File: config.mk
export PLATFORM = sky130hd
export DESIGN_NAME = receive_all
export DESIGN_NICKNAME = d
export VERILOG_FILES = /design/src/rtl/interboard_pkg.sv /design/src/rtl/receive_single.sv /design/src/rtl/receive_all.sv
export SDC_FILE = /design/constraint.sdc
export NUM_CORES = 1
export LEC_CHECK = 0
export CORE_MARGIN = 8
export CORE_UTILIZATION = 57
export DETAILED_ROUTE_END_ITERATION = 10
export PLACE_DENSITY = 0.82
export SLEW_MARGIN = 15
export SYNTH_ARGS = -nofsm -noshare
export SYNTH_HDL_FRONTEND = slang
export SYNTH_SLANG_ARGS = --single-unit
File: constraint.sdc
create_clock -name clk -period 2.8 [get_ports clk]
set_input_delay 0.56 -clock clk [delete_from_list [all_inputs] [get_ports clk]]
set_output_delay 0.56 -clock clk [all_outputs]
set_load 0.1 [all_outputs]
File: src/rtl/interboard_pkg.sv
// Shared definitions for the board-to-board 4-phase Request/Ack link.
// Used by both the sender (send_all) and the receiver (receive_all).
package interboard_pkg;

  localparam int unsigned WORD_W    = 6;
  localparam int unsigned FRAME_LEN = 6;
  localparam logic [WORD_W-1:0] RST_WORD     = 6'h3F;
  localparam logic [WORD_W-1:0] MSG_TYPE_MAX = 6'd15;

  localparam int unsigned MSG_W  = 4;
  localparam int unsigned BX_W   = 5;
  localparam int unsigned BY_W   = 3;
  localparam int unsigned CARD_W = 6;
  localparam int unsigned SEL_W  = 3;
  localparam int unsigned DIR_W  = 1;

  localparam logic [MSG_W-1:0] MSG_NONE   = 4'h0;
  localparam logic [MSG_W-1:0] MSG_PLACE  = 4'h1;
  localparam logic [MSG_W-1:0] MSG_SELECT = 4'h2;
  localparam logic [MSG_W-1:0] MSG_MOVE   = 4'h3;

  typedef struct packed {
    logic [MSG_W-1:0]  msg_type;
    logic [BX_W-1:0]   block_x;
    logic [BY_W-1:0]   block_y;
    logic [CARD_W-1:0] card;
    logic [SEL_W-1:0]  sel_len;
    logic [DIR_W-1:0]  move_dir;
  } frame_t;

  typedef enum logic [1:0] {StIdle, StWord, StPeerRst} frame_state_e;
  typedef enum logic [1:0] {WReq, WAck, WHold} word_state_e;

endpackage

File: src/rtl/receive_single.sv
// One-word responder: synchronises Request/data, waits for a settled Request,
// captures the word and runs the Ack half of the 4-phase handshake.
module receive_single
  import interboard_pkg::*;
#(
  parameter int unsigned SYNC_STAGES   = 2,
  parameter int unsigned SETTLE_CYCLES = 2
) (
  input  logic              clk,
  input  logic              rst_n,
  input  logic              request,
  input  logic [WORD_W-1:0] data,
  input  logic              rst_detect_en,
  output logic              ack,
  output logic              word_valid,
  output logic [WORD_W-1:0] word,
  output logic              word_done,
  output logic              req_sync
);

  localparam int unsigned CNT_W = (SETTLE_CYCLES < 2) ? 1 : $clog2(SETTLE_CYCLES + 1);
  localparam logic [CNT_W-1:0] SETTLE_LAST = CNT_W'(SETTLE_CYCLES - 1);

  logic [SYNC_STAGES-1:0] req_ff;
  logic [WORD_W-1:0]      data_ff [SYNC_STAGES];
  logic [CNT_W-1:0]       settle;
  word_state_e            state;
  logic                   req_s;
  logic [WORD_W-1:0]      data_s;

  assign req_s    = req_ff[SYNC_STAGES-1];
  assign data_s   = data_ff[SYNC_STAGES-1];
  assign req_sync = req_s;

  always_ff @(posedge clk or negedge rst_n) begin
    if (!rst_n) begin
      req_ff <= '0;
      for (int i = 0; i < SYNC_STAGES; i++) data_ff[i] <= '0;
    end else begin
      req_ff     <= {req_ff[SYNC_STAGES-2:0], request};
      data_ff[0] <= data;
      for (int i = 1; i < SYNC_STAGES; i++) data_ff[i] <= data_ff[i-1];
    end
  end

  always_ff @(posedge clk or negedge rst_n) begin
    if (!rst_n) begin
      state      <= WReq;
      settle     <= '0;
      ack        <= 1'b0;
      word_valid <= 1'b0;
      word_done  <= 1'b0;
      word       <= '0;
    end else begin
      word_valid <= 1'b0;
      word_done  <= 1'b0;
      case (state)
        WReq: begin
          if (req_s) begin
            if (settle == SETTLE_LAST) begin
              settle     <= '0;
              word       <= data_s;
              word_valid <= 1'b1;
              // A peer-reset word at frame start is never acknowledged.
              if (rst_detect_en && data_s == RST_WORD) begin
                state <= WHold;
              end else begin
                ack   <= 1'b1;
                state <= WAck;
              end
            end else begin
              settle <= settle + 1'b1;
            end
          end else begin
            settle <= '0;
          end
        end
        WAck: begin
          if (!req_s) begin
            ack       <= 1'b0;
            word_done <= 1'b1;
            state     <= WReq;
          end
        end
        WHold: begin
          if (!req_s) state <= WReq;
        end
        default: state <= WReq;
      endcase
    end
  end

endmodule

File: src/rtl/receive_all.sv
// Inter-board receiver: assembles six handshaken words into a frame for
// GameControl, detects the peer reset word and aborts stalled frames.
module receive_all
  import interboard_pkg::*;
#(
  parameter int unsigned SYNC_STAGES   = 2,
  parameter int unsigned SETTLE_CYCLES = 2,
  parameter int unsigned TIMEOUT       = 50_000
) (
  input  logic              clk,
  input  logic              rst_n,
  input  logic              Request,
  input  logic [WORD_W-1:0] interboard_data,
  output logic              Ack,
  output logic              rx_en,
  output logic [MSG_W-1:0]  rx_msg_type,
  output logic [BX_W-1:0]   rx_block_x,
  output logic [BY_W-1:0]   rx_block_y,
  output logic [CARD_W-1:0] rx_card,
  output logic [SEL_W-1:0]  rx_sel_len,
  output logic [DIR_W-1:0]  rx_move_dir,
  output logic              rx_peer_rst,
  output logic              rx_error
);

  localparam logic [31:0] TMO_LAST = (TIMEOUT == 0) ? 32'd0 : 32'(TIMEOUT - 1);
  localparam logic [2:0]  K_LAST   = 3'(FRAME_LEN - 1);

  logic              word_valid;
  logic              word_done;
  logic              req_s;
  logic [WORD_W-1:0] word;
  frame_state_e      state;
  logic [2:0]        k;
  frame_t            shadow;
  frame_t            out_q;
  logic [31:0]       tmo_cnt;
  logic              counting;
  logic              tmo_hit;

  receive_single #(
    .SYNC_STAGES  (SYNC_STAGES),
    .SETTLE_CYCLES(SETTLE_CYCLES)
  ) u_single (
    .clk          (clk),
    .rst_n        (rst_n),
    .request      (Request),
    .data         (interboard_data),
    .rst_detect_en(state == StIdle),
    .ack          (Ack),
    .word_valid   (word_valid),
    .word         (word),
    .word_done    (word_done),
    .req_sync     (req_s)
  );

  // Only idle gaps between words of a started frame count towards the timeout.
  assign counting = (state == StWord) && (k != 3'd0) && !req_s && !word_done;
  assign tmo_hit  = (TIMEOUT != 0) && counting && (tmo_cnt >= TMO_LAST);

  always_ff @(posedge clk or negedge rst_n) begin
    if (!rst_n) begin
      state       <= StIdle;
      k           <= '0;
      shadow      <= '0;
      out_q       <= '0;
      tmo_cnt     <= '0;
      rx_en       <= 1'b0;
      rx_peer_rst <= 1'b0;
      rx_error    <= 1'b0;
    end else begin
      rx_en       <= 1'b0;
      rx_peer_rst <= 1'b0;
      rx_error    <= 1'b0;
      case (state)
        StIdle: begin
          k       <= '0;
          tmo_cnt <= '0;
          if (word_valid) begin
            if (word == RST_WORD) begin
              rx_peer_rst <= 1'b1;
              state       <= StPeerRst;
            end else if (word > MSG_TYPE_MAX) begin
              rx_error <= 1'b1;
            end else begin
              shadow.msg_type <= word[MSG_W-1:0];
              state           <= StWord;
            end
          end
        end
        StWord: begin
          if (word_valid) begin
            case (k)
              3'd1:    shadow.block_x  <= word[BX_W-1:0];
              3'd2:    shadow.block_y  <= word[BY_W-1:0];
              3'd3:    shadow.card     <= word[CARD_W-1:0];
              3'd4:    shadow.sel_len  <= word[SEL_W-1:0];
              3'd5:    shadow.move_dir <= word[DIR_W-1:0];
              default: ;
            endcase
          end
          if (word_done) begin
            tmo_cnt <= '0;
            if (k == K_LAST) begin
              rx_en <= 1'b1;
              out_q <= shadow;
              state <= StIdle;
            end else begin
              k <= k + 3'd1;
            end
          end else if (tmo_hit) begin
            rx_error <= 1'b1;
            state    <= StIdle;
          end else if (counting && tmo_cnt != '1) begin
            tmo_cnt <= tmo_cnt + 32'd1;
          end
        end
        StPeerRst: begin
          if (!req_s) state <= StIdle;
        end
        default: state <= StIdle;
      endcase
    end
  end

  assign rx_msg_type = out_q.msg_type;
  assign rx_block_x  = out_q.block_x;
  assign rx_block_y  = out_q.block_y;
  assign rx_card     = out_q.card;
  assign rx_sel_len  = out_q.sel_len;
  assign rx_move_dir = out_q.move_dir;

endmodule

; After elaboration in Yosys (flattened, before gate mapping)
; Index checks and enable logic that the tools add are counted.
[totals]
inputBits = 9
register_bits = 111
[op_classes]
add_sub_neg = 3
order_cmp = 2
n_reduce_logical = 27
bitwise = 2
n_eq_ne = 27
n_mux = 43
[op_table]
columns = op, n
row1 = 32-bit two-way mux, 3
row2 = 32-bit case mux with 2 select lines, 1
row3 = 32-bit by 1-bit adder with 32-bit output (second input constant), 1
row4 = 32-bit by 16-bit greater-or-equal comparator with 1-bit output (second input constant), 1
row5 = 32-bit != test (second input constant), 1
row6 = 3-bit AND reduction, 10
row7 = 2-bit two-way mux, 12
row8 = 1-bit two-way mux, 20
row9 = 6-bit == test (second input constant), 2
row10 = 2-bit != test (second input constant), 6
row11 = 5-bit AND reduction, 2
row12 = 2-bit by 1-bit == test with 1-bit output (second input constant), 3
row13 = 3-bit by 2-bit == test with 1-bit output (second input constant), 2
row14 = 3-bit == test (second input constant), 2
row15 = 6-bit by 4-bit greater-than comparator with 1-bit output (second input constant), 1
row16 = 1-bit logical AND, 6
row17 = 3-bit two-way mux, 2
row18 = 2-bit by 1-bit != test with 1-bit output (second input constant), 3
row19 = 3-bit by 2-bit != test with 1-bit output (second input constant), 2
row20 = 3-bit != test (second input constant), 2
row21 = 2-bit case mux with 3 select lines, 1
row22 = 3-bit case mux with 2 select lines, 1
row23 = 2-bit == test (second input constant), 2
row24 = 2-bit logical NOT, 2
row25 = 12 further kinds, 16

; Depth between registers and ports, before layout
; Gate-level depths: netlist (run 1).
[depth]
depth_word = 9
mapped_depth = 9
ltp_nobuf = 7

; Hierarchy
; Synthesis (run 1) repeated with hierarchy kept, for this count alone.
[unflattened]
hier_cells = 362
area_unflattened_um2 = 4505.6
[by_module_without_submodules]
columns = module, cells_per_inst, n_inst, seq_area_each_um2, area_per_inst_um2
row1 = receive_all, 294, 1, 2102.0, 3574.7
row2 = receive_single, 68, 1, 675.6, 930.9

; Worst setup path after synthesis (run 1)
; No wires, ideal clock.
[synth_timing]
path_kind = flip-flop to flip-flop
startpoint = register state[1]
endpoint = register tmo_cnt[11]
arrival_ns = 2.259
n_path_buf = 3
setup_time_ns = 0.076
required_time_ns = 2.724
path_stages_with_launch = 10
setup_slack_ns = 0.465
cell_sequence = dfrtp_1 buf_6 or3b_4 or3_1 or4_4 o211ai_2 buf_6 buf_12 o21ai_1 a21oi_2
[synth_between]
elab_chain_len = 7
[synth_lines]
columns = element, line
row1 = "start, declared", receive_all.sv:33  ; frame_state_e state;
row2 = "start signal, assigned", receive_all.sv:63  ; state <= StIdle;
row3 = "start signal, assigned", receive_all.sv:82  ; state <= StPeerRst;
row4 = "start signal, assigned", receive_all.sv:87  ; state <= StWord;
row5 = 2-bit by 1-bit == test with 1-bit output, "receive_all.sv:58, receive_all.sv:75"
row6 = 1-bit logical AND (3 in series), receive_all.sv:58  ; assign counting = (state == StWord) && (k != 3'd0) && !req_s && !word_done;
row7 = 1-bit logical AND (on tied branches), "receive_all.sv:114, receive_all.sv:59"
row8 = 3-bit by 1-bit != test with 1-bit output (no line) / 3-bit by 2-bit != test with 1-bit output (equally long branches), -
row9 = 3-bit AND reduction (no line), -
row10 = "end signal, assigned", receive_all.sv:115  ; tmo_cnt <= tmo_cnt + 32'd1;
row11 = "end, declared", receive_all.sv:37  ; logic [31:0] tmo_cnt;
; Several ways; a longest one is shown, not always the timed one.
; A chain may end at the register's enable or synchronous reset.

; Worst setup path in the final report (run 1)
[layout_timing]
startpoint = register tmo_cnt[12]
endpoint = register tmo_cnt[7]
[layout_between]
elab_chain_len = 4
[layout_lines]
columns = element, line
row1 = 32-bit by 16-bit greater-or-equal comparator with 1-bit output / 32-bit != test (equally long branches), "receive_all.sv:59, receive_all.sv:114"
row2 = 1-bit logical AND (on tied branches), "receive_all.sv:59, receive_all.sv:114"
row3 = 3-bit by 2-bit != test with 1-bit output (no line) / 3-bit by 1-bit != test with 1-bit output (equally long branches), -
row4 = 3-bit AND reduction (no line) (*), -
; Every way passes the cells marked *; elsewhere a longest branch is shown, timed or not.

==> out/results.ini, run 1 <==
[min_path]
hp-class=input pin to asynchronous set/reset pin

[setup_path]
crit_chain=nor4_1, nand4b_1, a211oi_1, o211ai_2, buf_4, or4_1, a21oi_1
worstPathRequired_ps=3100
crit_family=simple AND/OR/NAND/NOR gates
rr_startpoint=tmo_cnt[12]
critPathBufInv=1
reg2reg_to=tmo_cnt[7]
critPathSlowestCell=or4_1
crit_fanout=12
arrival_ps=2780
critical-path-max-stage-delay_ps=460
startpoint_type=register
setup.worst_path.end_class=register
crit_type=register to register
r2r_slack_ps=320
rr_worst_depth=7

[floorplanning]
core_area_mm2=0.00773
die_h_um=105
pin_count=35
initial_core_util_pct=58.9
rows=32
dieArea_mm2=0.0111
die_x_um=105

[route]
first_pass_iters=4
drt-initial-drc-count=132
routed_wl_um=8400
num_vias=3111
route.detailed.drc=0
ant_nets=0
viasPerCell=5.53
wl_per_cell_um=14.9

[synthesis]
synthArstFlopShare_pct=100
synth_top_area_share_pct=61.1
synth_warnings=0
syn_inst=418
synthFlopType=dfrtp_1
synth_edf_count=0
avgSynthCellArea_um2=10.9
synth_area_mm2=0.00455
synth_nets=435
yosysUniqueCellTypes=45
ys_seq_area_share_pct=61.1
synth-seq-cells=111
yosys.area.top_type=dfrtp_1
synth_area_leaders=dfrtp_1 (61%), nand2_1 (9.5%), mux2_2 (5.4%)

[clock_tree]
clockBufferDepth=2
clkTransAtPathRegs_ps=100
post_cts_resized=0
clock-root-buffer=clkbuf_8
holdBufCountCts=0
cts_sinks=111
htree_levels=3
clk_latency_ps=370
cts_setup_buffers=0
cts_buffers=9
cts_tree=yes

[pwr]
leakagePower_nw=2.50
peakVddDrop_mv=0.473
p_per_area_mw_per_mm2=672

[sta]
post-route-period-util_pct=88.7
final_max_slew_viol_count=0
skew_ps=11.7
worstMarginPinSlew_ps=649
hold_slack_ps=166
finalSetupViolCount=0
hold_viol=0
slew_headroom_pct=56.7
rsz0062_at_grt=no
fin_tns_setup_ps=0
fin_ws_ps=317
min_period_ps=2480
fmax_mhz=403

[placement]
io_buffers=34
place_area_mm2=0.00493
dp_hpwl_um=5770
place.gp.congestion=0.805
dp_slack_ps=338

[final_layout]
post-route-cell-area_mm2=0.00510
fill_cells=617
layout_common_cells=nand2_1 (115), dfrtp_1 (111), buf_4 (31)
layout-drive-gt1-share_pct=17.8
area_growth_pct=12.2
nets=474
diodes=0
final_common_cell=nand2_1

[global_routing]
antenna_found_initial=0
overflow=0
grt_pass1_wl_um=14500
grt_pass1_vias=3051
grt_max_degree=71
track_usage_pct=15.8

[outcome]
status=finished, final reports clean

[job]
drv_cap=0

## flip-flops by register name (all words and copies together) (netlist names), 4 cells and up
| register | flops |
|---|---|
| u_single.word | 6 |
| u_single.data_ff | 6 |
| rx_block_x | 5 |
| tmo_cnt | 32 |
| shadow | 22 |
| u_single.data_s | 6 |
| rx_msg_type | 4 |
| rx_card | 6 |
## cells in the mapped netlist, types with 2 or more instances
library cell,instances
nand2_1,115
dfrtp_1,111
o31ai_1,7
buf_6,2
nand3_1,12
buf_1,2
o22ai_1,2
or3_1,7
o21ai_1,6
a22oi_1,2
or2_1,2
and3_1,5
and2_1,15
nor3_1,3
clkbuf_1,6
ha_1,8
a21oi_2,6
inv_1,11
nor4_1,5
mux2_2,22
nand4_1,10
a21oi_1,13
o21ai_0,4
and4_1,3
nor2_1,14
or4_1,6
## layer usage
| layer | global-route usage, % | up-vias | part of all wire [%] |
|---|---|---|---|
| li1 | - | 1501 | - |
| met3 | 3.35 | 13 | 4.3 |
| met1 | 20.5 | 1535 | 46 |
| met5 | 0 | - | 0 |
| met2 | 24.9 | 62 | 47 |
| met4 | 7.03 | 0 | 2.0 |
## report_power, final
part           switching [mW]  internal [mW]  leakage [nW]  total, mW
combinational           0.410          0.225         0.926      0.635
sequential              0.165           1.76          1.49       1.92
clock                   0.541          0.334        0.0846      0.875
total                    1.12           2.31          2.50       3.43
## logic make-up (layout without fill, tap and decap cells)
group,after synthesis,in the layout,share of synthesized area (%)
mux,23,23,5.67
simple gates,204,204,21.2
flops,111,111,61.1
compound gates,50,50,7.37
buf+inv,22,65,2.50
fa+ha+maj,8,8,2.20
## worst max path at each step
stage,start,to,depth (start not counted)
after floorplan,state[1],tmo_cnt[11],9
after global placement,state[1],tmo_cnt[3],7
after detailed placement,tmo_cnt[12],tmo_cnt[7],7
after CTS,tmo_cnt[13],tmo_cnt[7],7
after global routing,tmo_cnt[12],tmo_cnt[7],7
final,tmo_cnt[12],tmo_cnt[7],7
## cell type report
| type | count | area [µm²] | share of cell area [%] |
|---|---|---|---|
| inverters | 11 | 41.3 | 0.809 |
| flip-flops and latches | 111 | 2780 | 54.4 |
| well taps | 102 | 128 | 2.50 |
| repair buffers | 39 | 323 | 6.33 |
| clock inverters | 6 | 52.6 | 1.03 |
| multi-input cells | 285 | 1660 | 32.5 |
| clock buffers | 9 | 124 | 2.43 |
## worst register-to-register path, stage by stage (launching register included)
cell	delay, ps
dfrtp_1	420
nor4_1	430
nand4b_1	210
a211oi_1	350
o211ai_2	180
buf_4	210
or4_1	460
a21oi_1	150
## metrics by stage
step	util, %	total power, mW	std cells
global route	66.0	3.62	563
global placement	63.7	2.55	548
CTS	66.0	3.46	563
floorplan	-	2.39	418
finish	66.0	3.43	563
detailed placement	63.7	2.58	548
(Power assumes the default switching activity.)
==> run 2, diff against run 1 <==
--- a/config.mk
+++ b/config.mk
@@ -5,6 +5,7 @@
 export SDC_FILE = /design/constraint.sdc
 export NUM_CORES = 1
 export LEC_CHECK = 0
+export CORE_ASPECT_RATIO = 1.25
 export CORE_MARGIN = 8
 export CORE_UTILIZATION = 57
 export DETAILED_ROUTE_END_ITERATION = 10
@@ -12,4 +13,5 @@
 export SLEW_MARGIN = 15
 export SYNTH_ARGS = -nofsm -noshare
 export SYNTH_HDL_FRONTEND = slang
+export SYNTH_HIERARCHICAL = 1
 export SYNTH_SLANG_ARGS = --single-unit
==> out/results.ini, run 2 <==
[outcome]
status=finished, final reports clean  ; unchanged

[pwr]
swShare_pct=32.2  ; was 32.5%
p_int_mw=2.25  ; was 2.31 mW
seqPwrFrac_pct=56.2  ; was 56.0%
peakVddDrop_mv=0.372  ; was 0.473 mV
combPwrFrac_pct=16.3  ; was 18.5%
p_clk_share_pct=27.6  ; was 25.5%
leakagePower_nw=2.41  ; was 2.50 nW
power.switching_mw=1.07  ; was 1.12 mW
p_per_area_mw_per_mm2=648  ; was 672 mW/mm²

[route]
num_vias=2948  ; was 3111
ant_nets=0  ; unchanged
viasPerCell=5.84  ; was 5.53
drt-initial-drc-count=132  ; unchanged
wl_per_cell_um=16.7  ; was 14.9 µm
first_pass_iters=4  ; unchanged
routed_wl_um=8440  ; was 8400 µm
route.detailed.drc=0  ; unchanged

[final_layout]
final_common_cell=dfrtp_1  ; was nand2_1
diodes=0  ; unchanged
top_register=tmo_cnt  ; unchanged
postLayoutCoreUtil_pct=66.2  ; was 66.0%
largest_reg_flops=32  ; unchanged
fill_cells=574  ; was 617
layout-drive-gt1-share_pct=26.1  ; was 17.8%
reg_top3=tmo_cnt x32, shadow x22  ; unchanged
layout_common_cells=dfrtp_1 (111), mux2_2 (45), nand2_1 (37)  ; was nand2_1 (115), dfrtp_1 (111), buf_4 (31)
nets=422  ; was 474
multi_input_area_mm2=0.00165  ; was 0.00166 mm²
area_growth_pct=13.8  ; was 12.2%
seqCellArea_mm2=0.00278  ; unchanged

[synthesis]
yosys.area.top_type=dfrtp_1  ; unchanged
yosysUniqueCellTypes=42  ; was 45
synthFlopType=dfrtp_1  ; unchanged
ys_seq_area_share_pct=61.6  ; was 61.1%
synth-seq-cells=111  ; unchanged
synth_edf_count=0  ; unchanged
avgSynthCellArea_um2=12.4  ; was 10.9 µm²
synth_nets=379  ; was 435
synth_area_leaders=dfrtp_1 (62%), mux2_2 (11%), nand2_1 (3.1%)  ; was dfrtp_1 (61%), nand2_1 (9.5%), mux2_2 (5.4%)
synthArstFlopShare_pct=100  ; unchanged
synth_top_area_share_pct=61.6  ; was 61.1%
synth_area_mm2=0.00451  ; was 0.00455 mm²
synthTopCellsByCount=dfrtp_1 (111), mux2_2 (45), nand2_1 (37)  ; was nand2_1 (115), dfrtp_1 (111), mux2_2 (22)
yosysMostFrequentCell=dfrtp_1  ; was nand2_1
syn_inst=362  ; was 418
synth_warnings=6  ; was 0

[clock_tree]
cts_tree=yes  ; unchanged
cts_setup_buffers=0  ; unchanged
clk_latency_ps=370  ; about the same
post_cts_resized=0  ; unchanged
clkTransAtPathRegs_ps=110  ; was 100 ps
cts_buffers=9  ; unchanged
htree_levels=3  ; unchanged
cts_sinks=111  ; unchanged
clockBufferDepth=2  ; unchanged
holdBufCountCts=0  ; unchanged
clock-root-buffer=clkbuf_8  ; unchanged

[floorplanning]
dieArea_mm2=0.0110  ; was 0.0111 mm²
pin_count=35  ; unchanged
die_h_um=115  ; was 105 µm
die_x_um=95.5  ; was 105 µm
core_area_mm2=0.00775  ; was 0.00773 mm²
initial_core_util_pct=58.2  ; was 58.9%
rows=36  ; was 32

[setup_path]
startpoint_type=register  ; unchanged
setup.worst_path.end_class=register  ; unchanged
crit_type=register to register  ; unchanged
worstPathRequired_ps=3090  ; was 3100 ps
crit_fanout=25  ; was 12
r2r_slack_ps=290  ; was 320 ps
arrival_ps=2810  ; was 2780 ps

[sta]
final_max_slew_viol_count=0  ; unchanged
worstMarginPinSlew_ps=607  ; was 649 ps
finalSetupViolCount=0  ; unchanged
rsz0062_at_grt=no  ; unchanged
fmax_mhz=398  ; was 403 MHz
post-route-period-util_pct=89.8  ; was 88.7%
skew_ps=19.0  ; was 11.7 ps
hold_viol=0  ; unchanged
min_period_ps=2510  ; was 2480 ps
slew_headroom_pct=59.5  ; was 56.7%
fin_tns_setup_ps=0  ; unchanged

[global_routing]
grt_max_degree=48  ; was 71
track_usage_pct=17.0  ; was 15.8%
grt_pass1_wl_um=14700  ; was 14500 µm
grt_pass1_vias=3143  ; was 3051
antenna_found_initial=0  ; unchanged
overflow=0  ; unchanged

[min_path]
hp-class=input pin to asynchronous set/reset pin  ; unchanged

[placement]
place.gp.congestion=0.834  ; was 0.805
io_buffers=34  ; unchanged
dp_hpwl_um=5960  ; was 5770 µm

[job]
drv_cap=0  ; unchanged

run 2: changes by cell type after synthesis, sizes merged, moves of 4 or more:
cell	previous run	this run
nand2	115	37
mux2	22	45
nor2b	1	19
and2	15	0
a21oi	19	12
a22o	0	4
and3	5	1
buf	5	1
nand4	10	6
run 2: logic make-up (layout without fill, tap and decap cells):
| kind of cell | after synthesis | in the layout | synth area share [%] |
|---|---|---|---|
| mux | 47 | 47 | 11.7 |
| buf+inv | 21 | 69 | 1.80 |
| flops | 111 | 111 | 61.6 |
| fa+ha+maj | 8 | 8 | 2.22 |
| simple gates | 129 | 129 | 15.6 |
| compound gates | 46 | 46 | 7.00 |
run 2: routing by layer:
layer / routed length [µm] / vias to the layer above / track usage [%]
met1: 3670 / 1501 / 20.8
met4: 220 / 0 / 8.43
li1: - / 1376 / -
met3: 260 / 18 / 3.46
met5: 0 / - / 0
met2: 4290 / 53 / 27.7
run 2: power by group through the flow:
stage               clock [mW]  sequential [mW]  combinational, mW
finish                   0.915             1.86              0.541
global placement             0             1.88              0.518
CTS                      0.944             1.86              0.544
detailed placement           0             1.89              0.540
floorplan                    0             1.90              0.331
global route              1.01             1.88              0.602
run 2: path summary, 6_finish.rpt:
path / endpoint / cells after the start / startpoint
max: tmo_cnt[12] / 7 / k[0]
min: rx_block_x[1] / 1 / rst_n
max reg2reg: tmo_cnt[12] / 7 / k[0]
min reg2reg: u_single/data_s[4] / 0 / u_single/data_ff[10]
max in group asynchronous: k[2] / 2 / rst_n
min in group clk: u_single/data_s[4] / 0 / u_single/data_ff[10]
run 2: worst max-delay path, stage by stage (launching register included):
cell and delay, ps:
dfrtp_1 410, inv_1 100, ha_1 230, nor2b_1 150
nor3_1 270, or4b_4 640, or4_1 500, a21oi_1 150
run 2: area by class of cell:
type | count | area share, %
Tap cell | 95 | 2.32
Multi-Input combinational cell | 230 | 32.2
Clock buffer | 9 | 2.42
Inverter | 12 | 0.903
Clock inverter | 7 | 1.42
Timing Repair Buffer | 41 | 6.59
Sequential cell | 111 | 54.2
run 2: stage by stage:
step	total power, mW	hold WS [ps]	std cells	cell area, µm²	worst slack [ps]
after floorplan	2.23	264	362	4510	609
after global placement	2.40	331	489	4930	413
after detailed placement	2.43	335	489	4930	340
after CTS	3.35	200	505	5130	304
after global routing	3.49	226	505	5130	102
final	3.32	191	505	5130	285
==> RTL edit, RTL diff (settings of run 1) <==
The package constant `BX_W` goes from 5 to 6.
--- a/src/rtl/interboard_pkg.sv
+++ b/src/rtl/interboard_pkg.sv
@@ -10,3 +10,3 @@
   localparam int unsigned MSG_W  = 4;
-  localparam int unsigned BX_W   = 5;
+  localparam int unsigned BX_W   = 6;
   localparam int unsigned BY_W   = 3;
Interface: changed (resized rx_block_x); port bits go from 35 to 36. The function was not compared with the original's and may differ.
==> RTL edit against run 1 <==
  * Routed wire length rose by 10%
  * Synthesized area up 2.5%
  * Clock power is 140% higher
  * Cell area is 11% higher
  * Clock skew down 0.0056 ns
  * Sequential power rose by 3%
  * Worst setup slack got worse by 0.043 ns
  * Synthesized cell count decreased by 8.1%
  * Critical path depth down 1
  * Power rose by 35%
  * Sequential cell count grew 2
==> RTL edit: results (changes against run 1) <==
Worst setup path
  • Family with the most delay on the worst path: compound AO/OA/AOI/OAI gates
  • R2r setup slk: 0.27 ns (-0.04 ns)
  • Worst Path Max Fanout: 21 (+9)
  • Worst flop-to-flop path startpoint: tmo_cnt[0]
  • Worst reg2reg endpoint: tmo_cnt[10]
  • Worst Path Arrival: 2.95 ns (+0.17 ns)
  • Worst r2r path cells: 6 (-1)
  • Max stage delay on crit path: 0.60 ns (+0.14 ns)

Drt
  • Routed WL: 9.28 mm (+10%)
  • WL met3: 290 um (-20%)
  • Post-DR vias/cell: 5.70 (+3.2%)
  • Vias: 3124 (+0.42%)
  • Metal2 WL: 4.60 mm (+16%)
  • Initial DRC count: 168 (+27%)
  • Post-route met1 wirelength: 4.23 mm (+8.4%)

Finish
  • Non-CTS inverters: 13 (+2)
  • Top flop regs: tmo_cnt: 32 flops, shadow: 23 flops
  • Final Net Count: 447 (-5.7%)
  • Fill cells: 542 (-12%)
  • Multi-input gates: 246 (-14%)
  • CLK BUF: 18 (+9)
  • Ratio of cells with drive above 1 in the final layout: 26.6% (+8.8 points)
  • Antenna Cells: 0 (unchanged)
  • Non-clock buffering overhead: 5.72% (-0.61 points)
  • Clock network area share: 10.3% (+6.8 points)
  • Area of the multi-input gates: 1740 um2 (+4.8%)
  • Synth-to-layout area growth: 21.1%
  • Reg area: 2830 um2 (+1.8%)

Logic synthesis
  • Multiplexer share of the synthesized area: 12.0% (+6.3 points)
  • Asr flop ratio synth: 100% (unchanged)
  • Mapped Cells: 384 (-8.1%)
  • Post-synth top cells: dfrtp_1 (113), nand2_1 (52), mux2_2 (46), and2_1 (17), nor2_1 (13)
  • Yosys reg bits: 113 (+1.8%)
  • Area contributors post-synth: dfrtp_1 (61%), mux2_2 (11%), nand2_1 (4.2%), and2_1 (2.3%), ha_1 (2.1%)
  • Adder-cell share of the synthesized area: 2.15% (-0.054 points)
  • Yosys warning count: 0 (unchanged)
  • Sequential-to-total area share from yosys stat: 60.6% (-0.43 points)

Global route
  • Number of global-route vias before repair: 3237 (+6.1%)
  • Largest net degree at the start of global routing: 54 (-24%)
  • First-pass GRT wire length: 15.7 mm (+8.9%)

Power
  • Peak supply drop: 0.636 mV (+35%)
  • Leak Pwr: 2.74 nW (+9.4%)

Clock tree
  • Clock Latency Late Sink: 0.51 ns (+0.14 ns)
  • Cts bufs inserted: 17 (+8)
  • Worst-path clk slew: 0.06 ns (-0.04 ns)

Placed design
  • DPL Wire Length: 6.14 mm (+6.5%)
  • Routability cong.: 0.892 (+11%)
  • Port Buffer Count: 35 (+2.9%)
  • Post-Place Setup Slack: 0.283 ns (-0.0548 ns)
  • Post-Place Cells: 516 (-5.8%)
  • Post-DP Area: 5070 um2 (+2.8%)

STA
  • Max Clock Skew: 0.00616 ns (-0.00557 ns)

Status
  • Run status: finished clean
==> RTL edit: report_power, final <==
part | switching [W] | internal [W] | leakage, nW
registers | 0.000183 | 0.00179 | 1.52
logic | 0.000391 | 0.000211 | 0.940
clock network | 0.000772 | 0.00130 | 0.279
total | 0.00135 | 0.00330 | 2.74
==> RTL edit: routing by layer <==
metal | vias up | track usage (%)
met2 | 69 | 27.3
met5 | - | 0
li1 | 1471 | -
met1 | 1570 | 22.3
met4 | 0 | 9.75
met3 | 14 | 4.30
==> RTL edit: worst max-delay path by stage <==
stage | from | to | slack (ns)
after CTS | tmo_cnt[0] | tmo_cnt[18] | 0.27
final | tmo_cnt[0] | tmo_cnt[10] | 0.27
after floorplan | tmo_cnt[0] | tmo_cnt[10] | 0.62
after global placement | tmo_cnt[0] | tmo_cnt[14] | 0.37
after detailed placement | tmo_cnt[0] | tmo_cnt[14] | 0.28
after global routing | tmo_cnt[0] | tmo_cnt[14] | 0.05
